File: src/rtl/p2s_mc_if.sv
`default_nettype none
// ============================================================================
// Module   : p2s_mc_if
// Purpose  : Bus bundle for the multi-channel parallel-to-serial converter.
//            The master side issues LOAD/FRAME/ERR_CLR and parallel data;
//            the slave side returns the serial bits and status flags.
// Revision : 1.0  initial release
// ============================================================================
interface p2s_mc_if #(
    parameter int WIDTH = 40,
    parameter int NCH   = 2
);
    logic                 FRAME;
    logic                 LOAD;
    logic [NCH*WIDTH-1:0] PDATAIN;
    logic                 ERR_CLR;
    logic [NCH-1:0]       DATAOUT;
    logic                 OutReady;
    logic                 HOLD_EMPTY;
    logic                 OVERRUN;
    logic                 UNDERRUN;
    logic                 FRAME_ERR;

    modport master (
        output FRAME, LOAD, PDATAIN, ERR_CLR,
        input  DATAOUT, OutReady, HOLD_EMPTY, OVERRUN, UNDERRUN, FRAME_ERR
    );

    modport slave (
        input  FRAME, LOAD, PDATAIN, ERR_CLR,
        output DATAOUT, OutReady, HOLD_EMPTY, OVERRUN, UNDERRUN, FRAME_ERR
    );
endinterface
`default_nettype wire

File: src/rtl/p2s_mc.sv
`default_nettype none
// ============================================================================
// Module   : p2s_mc
// Purpose  : Double-buffered, multi-channel parallel-to-serial converter.
//            LOAD fills a holding buffer; FRAME moves it into the per-channel
//            shift registers, which then shift out in lockstep. Words can be
//            chained back-to-back, and overrun/underrun/framing errors are
//            reported through sticky flags.
// Revision : 1.0  initial release
// ============================================================================
module p2s_mc #(
    parameter int WIDTH     = 40,
    parameter int NCH       = 2,
    parameter int MSB_FIRST = 1
) (
    input  wire logic  SCLK,
    input  wire logic  CLR,
    p2s_mc_if.slave    bus
);
    localparam int              c_CW   = $clog2(WIDTH + 1);
    // Count value meaning "no word in flight".
    localparam logic [c_CW-1:0] c_IDLE = c_CW'(WIDTH);
    // Count value of the final bit of a word; the only in-word slot where a
    // FRAME may legally chain the next word.
    localparam logic [c_CW-1:0] c_LAST = c_CW'(WIDTH - 1);

    logic [c_CW-1:0]                r_count;
    logic [NCH-1:0][WIDTH-1:0]      r_shift;
    logic [NCH-1:0][WIDTH-1:0]      r_hold;
    logic                           r_hold_valid;
    logic                           r_overrun;
    logic                           r_underrun;
    logic                           r_frame_err;

    logic [NCH-1:0][WIDTH-1:0]      w_shift_next;
    logic [NCH-1:0]                 w_dataout;
    logic                           w_idle;
    logic                           w_slot;
    logic                           w_xfer;
    logic                           w_overrun_evt;
    logic                           w_underrun_evt;
    logic                           w_frame_err_evt;

    // A FRAME is acceptable when idle or on the last bit of the current word;
    // the count never exceeds WIDTH, so anything else is strictly mid-word.
    assign w_idle          = (r_count == c_IDLE);
    assign w_slot          = w_idle || (r_count == c_LAST);
    assign w_xfer          = bus.FRAME && r_hold_valid && w_slot;
    assign w_frame_err_evt = bus.FRAME && !w_slot;
    assign w_underrun_evt  = bus.FRAME && !r_hold_valid && w_slot;
    // A LOAD that coincides with a transfer is not an overrun: the old word
    // leaves for the shifter in the same cycle the new one arrives.
    assign w_overrun_evt   = bus.LOAD && r_hold_valid && !w_xfer;

    // Per-channel shift direction and serial tap; zeros are shifted in so the
    // register drains to all-zero at the end of a word.
    for (genvar g = 0; g < NCH; g++) begin : g_ch
        if (MSB_FIRST != 0) begin : g_msb
            assign w_shift_next[g] = {r_shift[g][WIDTH-2:0], 1'b0};
            assign w_dataout[g]    = r_shift[g][WIDTH-1];
        end else begin : g_lsb
            assign w_shift_next[g] = {1'b0, r_shift[g][WIDTH-1:1]};
            assign w_dataout[g]    = r_shift[g][0];
        end
    end

    // Shifter and bit counter: load on transfer, otherwise shift while busy.
    always_ff @(posedge SCLK) begin
        if (CLR) begin
            r_count <= c_IDLE;
            r_shift <= '0;
        end else if (w_xfer) begin
            r_shift <= r_hold;
            r_count <= '0;
        end else if (!w_idle) begin
            r_shift <= w_shift_next;
            r_count <= r_count + c_CW'(1);
        end
    end

    // Holding buffer: LOAD always captures; a transfer empties it unless
    // refilled in the same cycle.
    always_ff @(posedge SCLK) begin
        if (CLR) begin
            r_hold       <= '0;
            r_hold_valid <= 1'b0;
        end else if (bus.LOAD) begin
            r_hold       <= bus.PDATAIN;
            r_hold_valid <= 1'b1;
        end else if (w_xfer) begin
            r_hold_valid <= 1'b0;
        end
    end

    // Sticky status: ERR_CLR clears, but a same-cycle new event still sets.
    always_ff @(posedge SCLK) begin
        if (CLR) begin
            r_overrun   <= 1'b0;
            r_underrun  <= 1'b0;
            r_frame_err <= 1'b0;
        end else begin
            r_overrun   <= (r_overrun   && !bus.ERR_CLR) || w_overrun_evt;
            r_underrun  <= (r_underrun  && !bus.ERR_CLR) || w_underrun_evt;
            r_frame_err <= (r_frame_err && !bus.ERR_CLR) || w_frame_err_evt;
        end
    end

    assign bus.DATAOUT    = w_dataout;
    assign bus.OutReady   = !w_idle;
    assign bus.HOLD_EMPTY = !r_hold_valid;
    assign bus.OVERRUN    = r_overrun;
    assign bus.UNDERRUN   = r_underrun;
    assign bus.FRAME_ERR  = r_frame_err;

endmodule
`default_nettype wire

File: src/flat_wrapper.sv
// flat-port wrapper written by rule: the top's interface ports become plain ports
module p2s_mc_flat 
#(
    parameter int WIDTH     = 40,
    parameter int NCH       = 2,
    parameter int MSB_FIRST = 1
)
  (SCLK, CLR, bus_FRAME, bus_LOAD, bus_PDATAIN, bus_ERR_CLR, bus_DATAOUT, bus_OutReady, bus_HOLD_EMPTY, bus_OVERRUN, bus_UNDERRUN, bus_FRAME_ERR);
  p2s_mc_if #(.WIDTH(WIDTH), .NCH(NCH)) bus_i ();
  input  wire logic SCLK;
  input  wire logic CLR;
  input wire logic [$bits(bus_i.FRAME)-1:0] bus_FRAME;
  input wire logic [$bits(bus_i.LOAD)-1:0] bus_LOAD;
  input wire logic [$bits(bus_i.PDATAIN)-1:0] bus_PDATAIN;
  input wire logic [$bits(bus_i.ERR_CLR)-1:0] bus_ERR_CLR;
  output wire logic [$bits(bus_i.DATAOUT)-1:0] bus_DATAOUT;
  output wire logic [$bits(bus_i.OutReady)-1:0] bus_OutReady;
  output wire logic [$bits(bus_i.HOLD_EMPTY)-1:0] bus_HOLD_EMPTY;
  output wire logic [$bits(bus_i.OVERRUN)-1:0] bus_OVERRUN;
  output wire logic [$bits(bus_i.UNDERRUN)-1:0] bus_UNDERRUN;
  output wire logic [$bits(bus_i.FRAME_ERR)-1:0] bus_FRAME_ERR;
  assign bus_i.FRAME = bus_FRAME;
  assign bus_i.LOAD = bus_LOAD;
  assign bus_i.PDATAIN = bus_PDATAIN;
  assign bus_i.ERR_CLR = bus_ERR_CLR;
  assign bus_DATAOUT = bus_i.DATAOUT;
  assign bus_OutReady = bus_i.OutReady;
  assign bus_HOLD_EMPTY = bus_i.HOLD_EMPTY;
  assign bus_OVERRUN = bus_i.OVERRUN;
  assign bus_UNDERRUN = bus_i.UNDERRUN;
  assign bus_FRAME_ERR = bus_i.FRAME_ERR;
  p2s_mc #(.WIDTH(WIDTH), .NCH(NCH), .MSB_FIRST(MSB_FIRST)) u_core (.SCLK(SCLK), .CLR(CLR), .bus(bus_i));
endmodule
File: config.mk
export PLATFORM = sky130hd
export DESIGN_NAME = p2s_mc_flat
export DESIGN_NICKNAME = d
export VERILOG_FILES = /design/src/rtl/p2s_mc_if.sv /design/src/rtl/p2s_mc.sv /design/src/flat_wrapper.sv
export SDC_FILE = /design/constraint.sdc
export NUM_CORES = 1
export LEC_CHECK = 0
export BUFFER_PORTS_ARGS = -buffer_cell sky130_fd_sc_hd__buf_2
export CORE_MARGIN = 8
export CORE_UTILIZATION = 60
export CTS_BUF_LIST = sky130_fd_sc_hd__clkbuf_2
export DETAILED_ROUTE_END_ITERATION = 8
export GPL_TIMING_DRIVEN = 0
export PLACE_DENSITY = 0.86
export SLEW_MARGIN = 15
export SYNTH_ARGS = -nofsm -noshare
export SYNTH_HDL_FRONTEND = slang
export SYNTH_SLANG_ARGS = --single-unit
File: constraint.sdc
create_clock -name SCLK -period 4.4 [get_ports SCLK]
set_input_delay 0.22 -clock SCLK [delete_from_list [all_inputs] [get_ports SCLK]]
set_output_delay 0.22 -clock SCLK [all_outputs]
set_load 0.01 [all_outputs]
# == Word level (Yosys, flattened, before mapping) ==
# Index checks and enable logic that the tools add are counted.
# classes
addsub,1
eq_ne,3
n_mux,6
n_reduce_logical,21
# ops
cell,n
$mux 80,2
$eq 6x6->1 const B,2
$mux 6,2
$logic_and 1x1->1,10
$add 6x1->6 const B,1
$logic_not 1->1,5
$logic_or 1x1->1,4
$mux 1,2
$ne 2x2->1 const B,1
$reduce_bool 2->1,1
$reduce_or 2->1,1
# word_totals
reg_bits,170
input_bits,85
output_inout_bits,7

# == Depth between registers and ports, before layout ==
# Gate-level depths: netlist of the first run.
# depth
depth_word,6
ltp_mapped,9
mapped_depth_nobuf,7

# == Worst setup path after synthesis of the first run ==
# Ideal clock, no wire load.
# synth_path
path_type,flip-flop to flip-flop
from,register u_core.r_count[0]
to,register u_core.r_shift[43] in the netlist's numbering
arrival_ns,1.550
path_slack_ns,2.723
stages_incl_launch_ff,8
path_buffers,1
path_cell_list,dfxtp_1 inv_1 ha_1 and3b_4 o2111ai_4 buf_8 mux2i_1 o2bb2ai_1
# synth_between
elab_chain_cells,4
elab_cells_between_ends,6
cone_classes,eq/ne (3); mux (1); reduce/logical (2)
# synth_lines
item,line_no,rtl
start: declaration,p2s_mc.sv:27,logic [c_CW-1:0] r_count;
start signal: assignment,p2s_mc.sv:70,r_count <= c_IDLE;
start signal: assignment,p2s_mc.sv:77,r_count <= r_count + c_CW'(1);
"$eq 6x6->1, on equally long branches","p2s_mc.sv:46, p2s_mc.sv:47",
$logic_or 1x1->1,p2s_mc.sv:47,assign w_slot = w_idle || (r_count == c_LAST);
$logic_and 1x1->1,p2s_mc.sv:48,assign w_xfer = bus.FRAME && r_hold_valid && w_slot;
$ne 2x2->1 (no line) or $mux 80 (tied branches),-,
end signal: assignment,p2s_mc.sv:73,r_shift <= r_hold;
end signal: assignment,p2s_mc.sv:76,r_shift <= w_shift_next;
end: declaration,p2s_mc.sv:28,logic [NCH-1:0][WIDTH-1:0] r_shift;
# Several ways; a longest one is shown, not always the timed one.
# A chain may end at the register's enable or synchronous reset.

# == Worst setup path after layout of the first run ==
# layout_path
from,register u_core.r_count[0]
to,output bus_OutReady
# layout_between
elab_chain_cells,2
# layout_lines
item,line_no,rtl
$eq 6x6->1,p2s_mc.sv:46,assign w_idle = (r_count == c_IDLE);
$logic_not 1->1,-,
end: declaration,flat_wrapper.sv:17,output wire logic [$bits(bus_i.OutReady)-1:0] bus_OutReady;
# No other way between the ends.

==> impl_metrics.yaml, run 1 <==
setup_path:
  crit_type: "flip-flop to output port"
  cp_max_fo: 4
  crit_path_frequent_cell: "inv_1"
  slowest_delay_ns: 0.38
  rr_worst_depth: 7
  end_kind: "output port"
  slowest_stage: "dfxtp_1"
  crit_path_start_kind: "flip-flop"
  cp.required_ns: 4.18
  reg2reg_to: "u_core.r_shift[16]"
  regToRegSetupSlack_ns: 2.37
  cp_cell_sequence: "inv_1, ha_1, nand3b_1, nor2_1, inv_1, buf_2"
  critPathArrivalTime_ns: 2.10
  rr_startpoint: "u_core.r_count[0]"
floorplanning:
  start_util_pct: 61.28
  die_y_microns: 121.2
  dieWidth_microns: 121.2
  placementRows: 38
  coreArea_sq_mm: 0.01084
  die_area_sq_mm: 0.01469
  ios: 92
clock_network:
  clk_pin_slew_ns: 0.21
  cts_buffers: 17
  ctsResizeCount: 0
  cts.path.max_buffers: 2
  tritoncts: "done"
  clk_latency_ns: 0.77
  cts_sinks: 170
  cts_setup_buffers: 0
  htreeDepth: 4
  clockRootBuffer: "clkbuf_2"
sta:
  grt_setup_unrepaired: "false"
  hold_violations: 0
  timing.final.crit_period_ns: 2.325
  final_max_slew_viol_count: 0
  fin_skew_ns: 0.02100
  worst_pin_slew_ns: 0.6913
  worst_slack_ns: 2.075
  slew_headroom_pct: 53.91
  setup-tns-final_ns: 0
  fin_crit_sh_pct: 52.84
  final-setup-viol-count: 0
  max_freq_ghz: 0.4301
global_route:
  grt_pass1_vias: 5151
  grt_remaining_overflow: 0
  grt_max_degree: 17
  grt_usage_pct: 20.74
  grt_pass1_wl_mm: 24.45
  antenna_found_initial: 1
yosys:
  syn_area_sq_mm: 0.006643
  synth_edf_count: 0
  synthCells: 584
  synthArstFlopShare_pct: 0
  yosysUniqueCellTypes: 35
  yosysWarnings: 0
  ys_ff_latch: 170
  synthesis.nets: 671
  syn_avg_cell_area_sq_um: 11.37
  yosys_most_used_dff: "dfxtp_1"
  yosysSeqAreaShare_pct: 51.23
drt:
  wl_mm: 14.72
  wl_per_cell_microns: 15.83
  drc: 0
  vias_per_cell: 5.312
  antenna_left: 0
  vias: 4940
  drt_iter0_markers: 295
  drt_first_pass_iters: 5
worst_hold_path:
  hold_path_class: "input pin to flip-flop"
  whs_path_depth: 3
  min-delay-start: "bus_LOAD"
  holdPathEnd: "u_core.r_hold[44]"
power_and_ir_drop:
  switching_share_pct: 30.33
  pwr-share-clk_pct: 27.3
  seqPwrFrac_pct: 49.0
  ir_drop_uv: 310.4
  pwr_density_cell_mw_per_mm2: 414.8
  total_power_w: 0.003482
  p_comb_share_pct: 23.7
  p_int_w: 0.002426
  p_leak_nw: 3.672
  p_sw_w: 0.001056
cells_and_area:
  fin_nets: 863
  drive_gt1_share_pct: 19.77
  synthToLayoutAreaGrowth_pct: 26.37
  postLayoutCellArea_sq_mm: 0.008394
  nFillCells: 716
  layout_common_cells: "dfxtp_1 (170), mux2i_1 (158), buf_2 (109), nor2_1 (86), dlygate4sd3_1 (83)"
  final_common_cell: "dfxtp_1"
  stdcell_count: 930
placement:
  port_buffers: 90
  dpl.cell_count: 814
  place_area_sq_mm: 0.007268
  dpl.hpwl_mm: 9.717
  pre_cts_slack_ns: 2.400
  gp_congestion: 0.7840
outcome:
  status: "complete, no violations"
flow_run:
  maxCapViolCount: 0
==> critical path, delay by kind of cell, from the launching register on <==
kind                       cells  cell delay [ns]
and+or+nand+nor                2             0.40
buffers and inverters          3             0.39
DFF                            1             0.38
adders and majority gates      1             0.18
==> state kept, by name, summed over array words and instances (netlist names) <==
| register | cells |
|---|---|
| u_core.bus.FRAME_ERR | 1 |
| u_core.r_hold | 80 |
| u_core.bus.OVERRUN | 1 |
| u_core.bus.DATAOUT | 2 |
| u_core.r_count | 6 |
| u_core.r_hold_valid | 1 |
| u_core.r_shift | 78 |
| u_core.bus.UNDERRUN | 1 |
==> power by group through the flow <==
stage / Sequential, W / Clock [W] / Combinational, W
after global routing: 0.00172 / 0.00103 / 0.000901
after detailed placement: 0.00174 / 0 / 0.000762
final: 0.00171 / 0.000950 / 0.000826
after global placement: 0.00173 / 0 / 0.000730
after CTS: 0.00171 / 0.000969 / 0.000823
after floorplan: 0.00172 / 0 / 0.000573
==> cell usage after synthesis, types with 2 or more instances <==
cell / number / area (sq um)
a21oi_1: 4 / 20.02
buf_4: 2 / 15.01
nor2_1: 86 / 322.8
buf_8: 3 / 45.04
buf_12: 4 / 80.08
xnor2_1: 3 / 26.28
buf_6: 2 / 22.52
nand2b_1: 2 / 12.51
xor2_1: 2 / 17.52
o21ai_1: 2 / 10.01
clkbuf_1: 15 / 56.30
inv_1: 5 / 18.77
o2bb2ai_1: 78 / 683.2
mux2i_1: 158 / 1582
nand3_1: 2 / 10.01
nor3_1: 4 / 20.02
nand2_1: 4 / 15.01
ha_1: 2 / 25.02
dfxtp_1: 170 / 3403
buf_2: 19 / 95.09
a22o_1: 2 / 17.52
nand3b_1: 2 / 15.01
==> metrics by stage <==
step	utilization (%)	hold WS (ns)
floorplan	-	0.3671
global placement	67.05	0.4433
detailed placement	67.05	0.4474
CTS	77.41	0.04270
global route	77.44	0.03177
finish	77.44	0.06824
==> area by class of cell <==
class,instances,area [sq um],area share [%]
Antenna cell,1,2.502,0.02981
Buffer,47,326.6,3.890
Clock buffer,18,90.09,1.073
Clock inverter,14,202.7,2.415
Inverter,5,18.77,0.2236
Multi-Input combinational cell,362,2894,34.48
Sequential cell,170,3403,40.54
Tap cell,140,175.2,2.087
Timing Repair Buffer,173,1281,15.26
==> metal layers <==
metal / global-route usage [%] / share of wire (%) / wire length [microns]
met1: 24.16 / 44 / 6501
met2: 35.30 / 50 / 7316
met3: 6.189 / 4.2 / 613
met4: 7.787 / 1.9 / 287
met5: 0 / 0 / 0
==> cell families (layout without fill, tap and decap cells) <==
logic type,Yosys count,count (layout),synth area share (%)
flops,170,170,51.23
simple gates,106,106,6.837
other cells,0,1,0
xor+xnor,5,5,0.6594
compound gates,91,91,11.89
mux,158,158,23.81
buf+inv,52,257,5.199
fa+ha+maj,2,2,0.3767
==> repair_timing <==
| action | CTS | global route |
|---|---|---|
| endpoints found under the setup margin | 0 | 0 |
| hold endpoints to repair | 87 | 0 |
| hold buffers | 83 | 0 |
==> worst max path at each step <==
stage                       from                 end  slack (ns)  depth (start not counted)
6_report       u_core.r_count[0]        bus_OutReady        2.08                          6
5_1_grt        u_core.r_count[0]        bus_OutReady        1.87                          6
4_1_cts        u_core.r_count[0]        bus_OutReady        2.02                          6
3_5_place_dp   u_core.r_count[0]  u_core.r_shift[16]        2.40                          7
3_3_place_gp   u_core.r_count[0]   u_core.r_shift[9]        2.48                          7
2_1_floorplan  u_core.r_count[0]  u_core.r_shift[43]        2.72                          7
(Power assumes the default switching activity.)
==> inputs of run 2 (changes only) <==
--- a/config.mk
+++ b/config.mk
@@ -7,11 +7,11 @@
 export LEC_CHECK = 0
 export BUFFER_PORTS_ARGS = -buffer_cell sky130_fd_sc_hd__buf_2
 export CORE_MARGIN = 8
-export CORE_UTILIZATION = 60
+export CORE_UTILIZATION = 53
 export CTS_BUF_LIST = sky130_fd_sc_hd__clkbuf_2
 export DETAILED_ROUTE_END_ITERATION = 8
 export GPL_TIMING_DRIVEN = 0
-export PLACE_DENSITY = 0.86
+export PLACE_DENSITY = 0.8
 export SLEW_MARGIN = 15
 export SYNTH_ARGS = -nofsm -noshare
 export SYNTH_HDL_FRONTEND = slang
==> constraint.sdc (replaced) <==
create_clock -name SCLK -period 2.05 [get_ports SCLK]
set_input_delay 0.1025 -clock SCLK [delete_from_list [all_inputs] [get_ports SCLK]]
set_output_delay 0.1025 -clock SCLK [all_outputs]
set_load 0.01 [all_outputs]
==> impl_metrics.yaml, run 2 (same netlist as run 1, synthesis figures left out) <==
sta:
  hold_violations: 0
  slew_headroom_pct: 52.26
  fin_crit_sh_pct: 94.28
  timing.final.crit_period_ns: 1.933
  fin_skew_ns: 0.02323
  final-setup-viol-count: 0
  worst_slack_ns: 0.1173
  max_freq_ghz: 0.5174
  worst_pin_slew_ns: 0.7161
  final_max_slew_viol_count: 0
cells_and_area:
  multi_input_area_sq_mm: 0.002909
  regMostFlops: "u_core.r_hold"
  seq_area_sq_mm: 0.003406
  largestRegisters: "u_core.r_hold (80), u_core.r_shift (78), u_core.r_count (6)"
  layout_common_cells: "dfxtp_1 (168), mux2i_1 (158), buf_2 (106), nor2_1 (85), dlygate4sd3_1 (85)"
  synthToLayoutAreaGrowth_pct: 25.64
  nFillCells: 970
  drive_gt1_share_pct: 20.23
  fin_nets: 867
  final_common_cell: "dfxtp_1"
  largest_reg_flops: 80
power_and_ir_drop:
  p_int_w: 0.004680
  p_comb_share_pct: 27.6
  p_sw_w: 0.002179
  ir_drop_uv: 410.3
  total_power_w: 0.006860
  pwr_density_cell_mw_per_mm2: 821.9
  p_leak_nw: 3.630
  pwr-share-clk_pct: 18.9
  seqPwrFrac_pct: 53.5
  switching_share_pct: 31.77
floorplanning:
  placementRows: 41
  dieWidth_microns: 128.0
  die_area_sq_mm: 0.01637
  coreArea_sq_mm: 0.01241
  start_util_pct: 53.51
  die_y_microns: 128.0
  ios: 92
worst_hold_path:
  whs_path_depth: 5
  holdPathEnd: "u_core.r_shift[3]"
  min-delay-start: "CLR"
  hold_path_class: "input pin to flip-flop"
drt:
  vias: 4942
  drc: 0
  drt_iter0_markers: 279
  antenna_left: 0
  wl_per_cell_microns: 15.15
  drt_first_pass_iters: 4
  wl_mm: 14.60
  vias_per_cell: 5.127
clock_network:
  htreeDepth: 4
  tritoncts: "done"
  clockRootBuffer: "clkbuf_2"
  clk_latency_ns: 0.69
  cts.path.max_buffers: 2
  cts_sinks: 170
  cts_buffers: 17
  clk_pin_slew_ns: 0.20
setup_path:
  crit_path_start: "u_core.r_count[0]"
  crit_type: "flip-flop to flip-flop"
  rr_startpoint: "u_core.r_count[0]"
  critPathArrivalTime_ns: 2.54
  reg2reg_to: "u_core.bus.UNDERRUN"
  end_kind: "flip-flop"
  cp_max_fo: 3
  cp.required_ns: 2.66
  crit_path_start_kind: "flip-flop"
  regToRegSetupSlack_ns: 0.12
  rr_worst_depth: 6
global_route:
  grt_pass1_vias: 5234
  grt_remaining_overflow: 0
  grt_max_degree: 17
  antenna_found_initial: 1
  grt_pass1_wl_mm: 24.68
  grt_usage_pct: 18.77
placement:
  dpl.hpwl_mm: 10.01
  gp_congestion: 0.7627
  pre_cts_slack_ns: 0.02198
  port_buffers: 90
outcome:
  status: "complete, no violations"
flow_run:
  maxCapViolCount: 0
==> run 2: area by class of cell <==
type | instances | area share, %
inverters | 5 | 0.2249
clock buffers | 23 | 1.379
well taps | 172 | 2.579
clock inverters | 7 | 0.3448
repair buffers | 177 | 15.80
flip-flops and latches | 170 | 40.81
plain buffers | 47 | 3.973
multi-input cells | 362 | 34.86
diodes | 1 | 0.02999
==> run 2: stage by stage <==
stage / hold slack [ns] / area (sq um) / std cells / TNS, ns / utilization (%)
floorplan: 0.2496 / 6643 / 584 / 0 / -
global placement: 0.3358 / 7308 / 846 / 0 / 58.87
detailed placement: 0.3462 / 7308 / 846 / 0 / 58.87
CTS: 0.07791 / 8323 / 962 / 0 / 67.04
global route: 0.1089 / 8346 / 964 / -0.01061 / 67.22
finish: 0.1402 / 8346 / 964 / 0 / 67.22
==> run 2: layer usage <==
| layer | up-vias | global-route usage (%) | part of all wire [%] |
|---|---|---|---|
| met2 | 98 | 31.77 | 51 |
| met1 | 2328 | 21.78 | 43 |
| met5 | - | 0 | 0 |
| li1 | 2486 | - | - |
| met4 | 0 | 9.091 | 2.6 |
| met3 | 30 | 4.617 | 3.8 |
==> run 2: what timing repair did <==
action	4_1_cts	5_1_grt
setup buffers	1	1
pin swaps	1	2
endpoints found under the setup margin	7	25
gates resized for setup	3	9
hold endpoints to repair	88	0
hold buffers	85	0
==> run 2: power by group through the flow <==
stage | Combinational (W) | Sequential (W) | Clock [W]
finish | 0.00189 | 0.00367 | 0.00130
CTS | 0.00183 | 0.00366 | 0.00135
global route | 0.00207 | 0.00370 | 0.00149
floorplan | 0.00123 | 0.00369 | 0
detailed placement | 0.00164 | 0.00373 | 0
global placement | 0.00158 | 0.00372 | 0
==> run 2: worst max-delay path by stage <==
stage	endpoint	slack, ns	cells past startpoint
2_1_floorplan	u_core.r_shift[43]	0.37	7
3_3_place_gp	u_core.r_shift[9]	0.08	7
3_5_place_dp	u_core.r_shift[9]	0.02	7
4_1_cts	bus_OutReady	0.007	6
5_1_grt	bus_OutReady	-0.01	6
6_report	u_core.bus.UNDERRUN	0.12	6
==> run 2: critical path, cell delays in order (launching register included) <==
cell and delay, ns:
dfxtp_2 0.38, ha_1 0.24, and3b_1 0.24, o21ai_0 0.23
nand3b_1 0.15, a21oi_1 0.06, dlygate4sd3_1 0.57
==> inputs of run 3 (changes only) <==
--- a/config.mk
+++ b/config.mk
@@ -6,11 +6,12 @@
 export NUM_CORES = 1
 export LEC_CHECK = 0
 export BUFFER_PORTS_ARGS = -buffer_cell sky130_fd_sc_hd__buf_2
+export CELL_PAD_IN_SITES_DETAIL_PLACEMENT = 1
+export CELL_PAD_IN_SITES_GLOBAL_PLACEMENT = 2
 export CORE_MARGIN = 8
-export CORE_UTILIZATION = 53
+export CORE_UTILIZATION = 35
 export CTS_BUF_LIST = sky130_fd_sc_hd__clkbuf_2
 export DETAILED_ROUTE_END_ITERATION = 8
-export GPL_TIMING_DRIVEN = 0
 export PLACE_DENSITY = 0.8
 export SLEW_MARGIN = 15
 export SYNTH_ARGS = -nofsm -noshare
==> impl_metrics.yaml, run 3 (same netlist as run 1, synthesis figures left out) <==
placement:
  port_buffers: 91
  dpl.hpwl_mm: 10.33
  gp_congestion: 0.7202
outcome:
  status: "complete, no violations"
power_and_ir_drop:
  p_leak_nw: 4.119
  ir_drop_uv: 361.7
  pwr_density_cell_mw_per_mm2: 828.3
  p_comb_share_pct: 28.4
  p_int_w: 0.005270
  p_sw_w: 0.002529
  switching_share_pct: 32.42
  seqPwrFrac_pct: 47.1
  pwr-share-clk_pct: 24.5
global_route:
  grt_pass1_wl_mm: 29.91
  grt_max_degree: 64
  top_usage_layer: "met2"
  grt_remaining_overflow: 0
  met3_usage_pct: 3.251
  met2_usage_pct: 29.17
  antenna_found_initial: 1
  grt_pass1_vias: 6036
  grt_usage_pct: 15.65
  met1_usage_pct: 16.97
cells_and_area:
  layout_common_cells: "dlygate4sd3_1 (180), dfxtp_1 (168), mux2i_1 (158), buf_2 (88), nor2_1 (85)"
  nFillCells: 2020
  largestRegisters: "u_core.r_hold (80), u_core.r_shift (78), u_core.r_count (6)"
  largest_reg_flops: 80
  regMostFlops: "u_core.r_hold"
  final_common_cell: "dlygate4sd3_1"
  fin_nets: 934
  fin_util_pct: 50.50
  drive_gt1_share_pct: 18.16
  synthToLayoutAreaGrowth_pct: 41.74
sta:
  final_max_slew_viol_count: 0
  hold_violations: 0
  setup-tns-final_ns: 0
  final-setup-viol-count: 0
  hold_slack_ns: 0.1404
  grt_setup_unrepaired: "true"
  slew_headroom_pct: 65.40
  worst_pin_slew_ns: 0.5190
  timing.final.crit_period_ns: 1.923
  fin_skew_ns: 0.04304
  fin_crit_sh_pct: 93.78
  max_freq_ghz: 0.5201
clock_network:
  cts.path.max_buffers: 2
  htreeDepth: 4
  tritoncts: "done"
  clk_latency_ns: 0.73
  cts_buffers: 17
  cts_sinks: 170
  clockRootBuffer: "clkbuf_2"
  clk_pin_slew_ns: 0.25
drt:
  antenna_left: 0
  wl_per_cell_microns: 16.27
  vias_per_cell: 4.884
  vias: 5343
  drt_iter0_markers: 153
  wl_mm: 17.80
  drt_first_pass_iters: 4
  drc: 0
setup_path:
  crit_path_frequent_cell: "buf_4"
  cp.required_ns: 2.67
  critPathArrivalTime_ns: 2.55
  cp_cell_sequence: "buf_4, ha_1, and3b_1, o2111ai_4, buf_4, mux2i_1, o2bb2ai_1"
  slowest_delay_ns: 0.39
  slowest_stage: "dfxtp_2"
  crit_type: "flip-flop to flip-flop"
  cp_max_fo: 13
  crit_path_start_kind: "flip-flop"
  end_kind: "flip-flop"
floorplanning:
  die_area_sq_mm: 0.02364
  ios: 92
  start_util_pct: 35.63
  placementRows: 50
  coreArea_sq_mm: 0.01864
  dieWidth_microns: 153.8
  die_y_microns: 153.8
worst_hold_path:
  hold_path_class: "input pin to flip-flop"
flow_run:
  maxCapViolCount: 0
==> run 3: changes by cell type in the layout (fill, tap and decap cells not counted), moves of 4 or more <==
cell	previous run	this run
clkbuf_2	23	17
clkinv_1	5	1
buf_4	5	14
clkbuf_1	15	0
buf_2	106	88
dlygate4sd3_1	85	180
==> run 3: layer usage <==
metal / wire [microns] / vias up
met1: 7655 / 2615
met3: 448 / 26
met5: 0 / -
met4: 357 / 0
li1: - / 2627
met2: 9337 / 75
==> run 3: final timing paths <==
check / start / endpoint / slack (ns) / cells after the start
max: u_core.r_count[0] / u_core.r_shift[72] / 0.13 / 7
min: bus_PDATAIN[67] / u_core.r_hold[67] / 0.14 / 4
max reg2reg: u_core.r_count[0] / u_core.r_shift[72] / 0.13 / 7
min reg2reg: u_core.bus.DATAOUT[0] / u_core.bus.DATAOUT[0] / 0.48 / 1
==> run 3: per-stage QoR <==
step	total power, W	std cells	setup WS, ns	instance area, sq um
2_1_floorplan	0.004918	584	0.3728	6643
3_3_place_gp	0.005319	875	0.3042	7268
3_5_place_dp	0.005413	875	0.1763	7268
4_1_cts	0.007747	1090	0.0005762	9370
5_1_grt	0.008271	1094	-0.03351	9415
6_report	0.007799	1094	0.1275	9415
==> run 3: cell type report <==
class / count / area (sq um) / area share (%)
inverters: 5 / 21.27 / 0.2259
diodes: 1 / 2.502 / 0.02658
repair buffers: 291 / 2510 / 26.66
flip-flops and latches: 170 / 3406 / 36.17
well taps: 234 / 292.8 / 3.110
clock inverters: 14 / 170.2 / 1.807
multi-input cells: 362 / 2928 / 31.10
clock buffers: 17 / 85.08 / 0.9037
==> run 3: critical path: cells and delay by family, from the launching register on <==
kind / cells / cell delay (ns)
muxes: 1 / 0.24
buffers and inverters: 2 / 0.42
and+or+nand+nor: 1 / 0.24
adders and majority gates: 1 / 0.23
DFF: 1 / 0.39
AOI/OAI and AO/OA: 2 / 0.31
==> run 3: power groups by stage <==
stage / combinational, W / clock, W / sequential, W
3_3_place_gp: 0.00160 / 0 / 0.00372
2_1_floorplan: 0.00123 / 0 / 0.00369
4_1_cts: 0.00209 / 0.00199 / 0.00367
5_1_grt: 0.00241 / 0.00216 / 0.00371
3_5_place_dp: 0.00168 / 0 / 0.00373
6_report: 0.00222 / 0.00191 / 0.00367
==> run 3: repair_timing <==
item                                    in CTS  in global routing
endpoints found under the setup margin       1                  2
pin swaps                                    2                  2
endpoints found under the hold margin      102                  0
hold buffers                               180                  0
resized for setup                            7                  6
buffers inserted                             4                  3
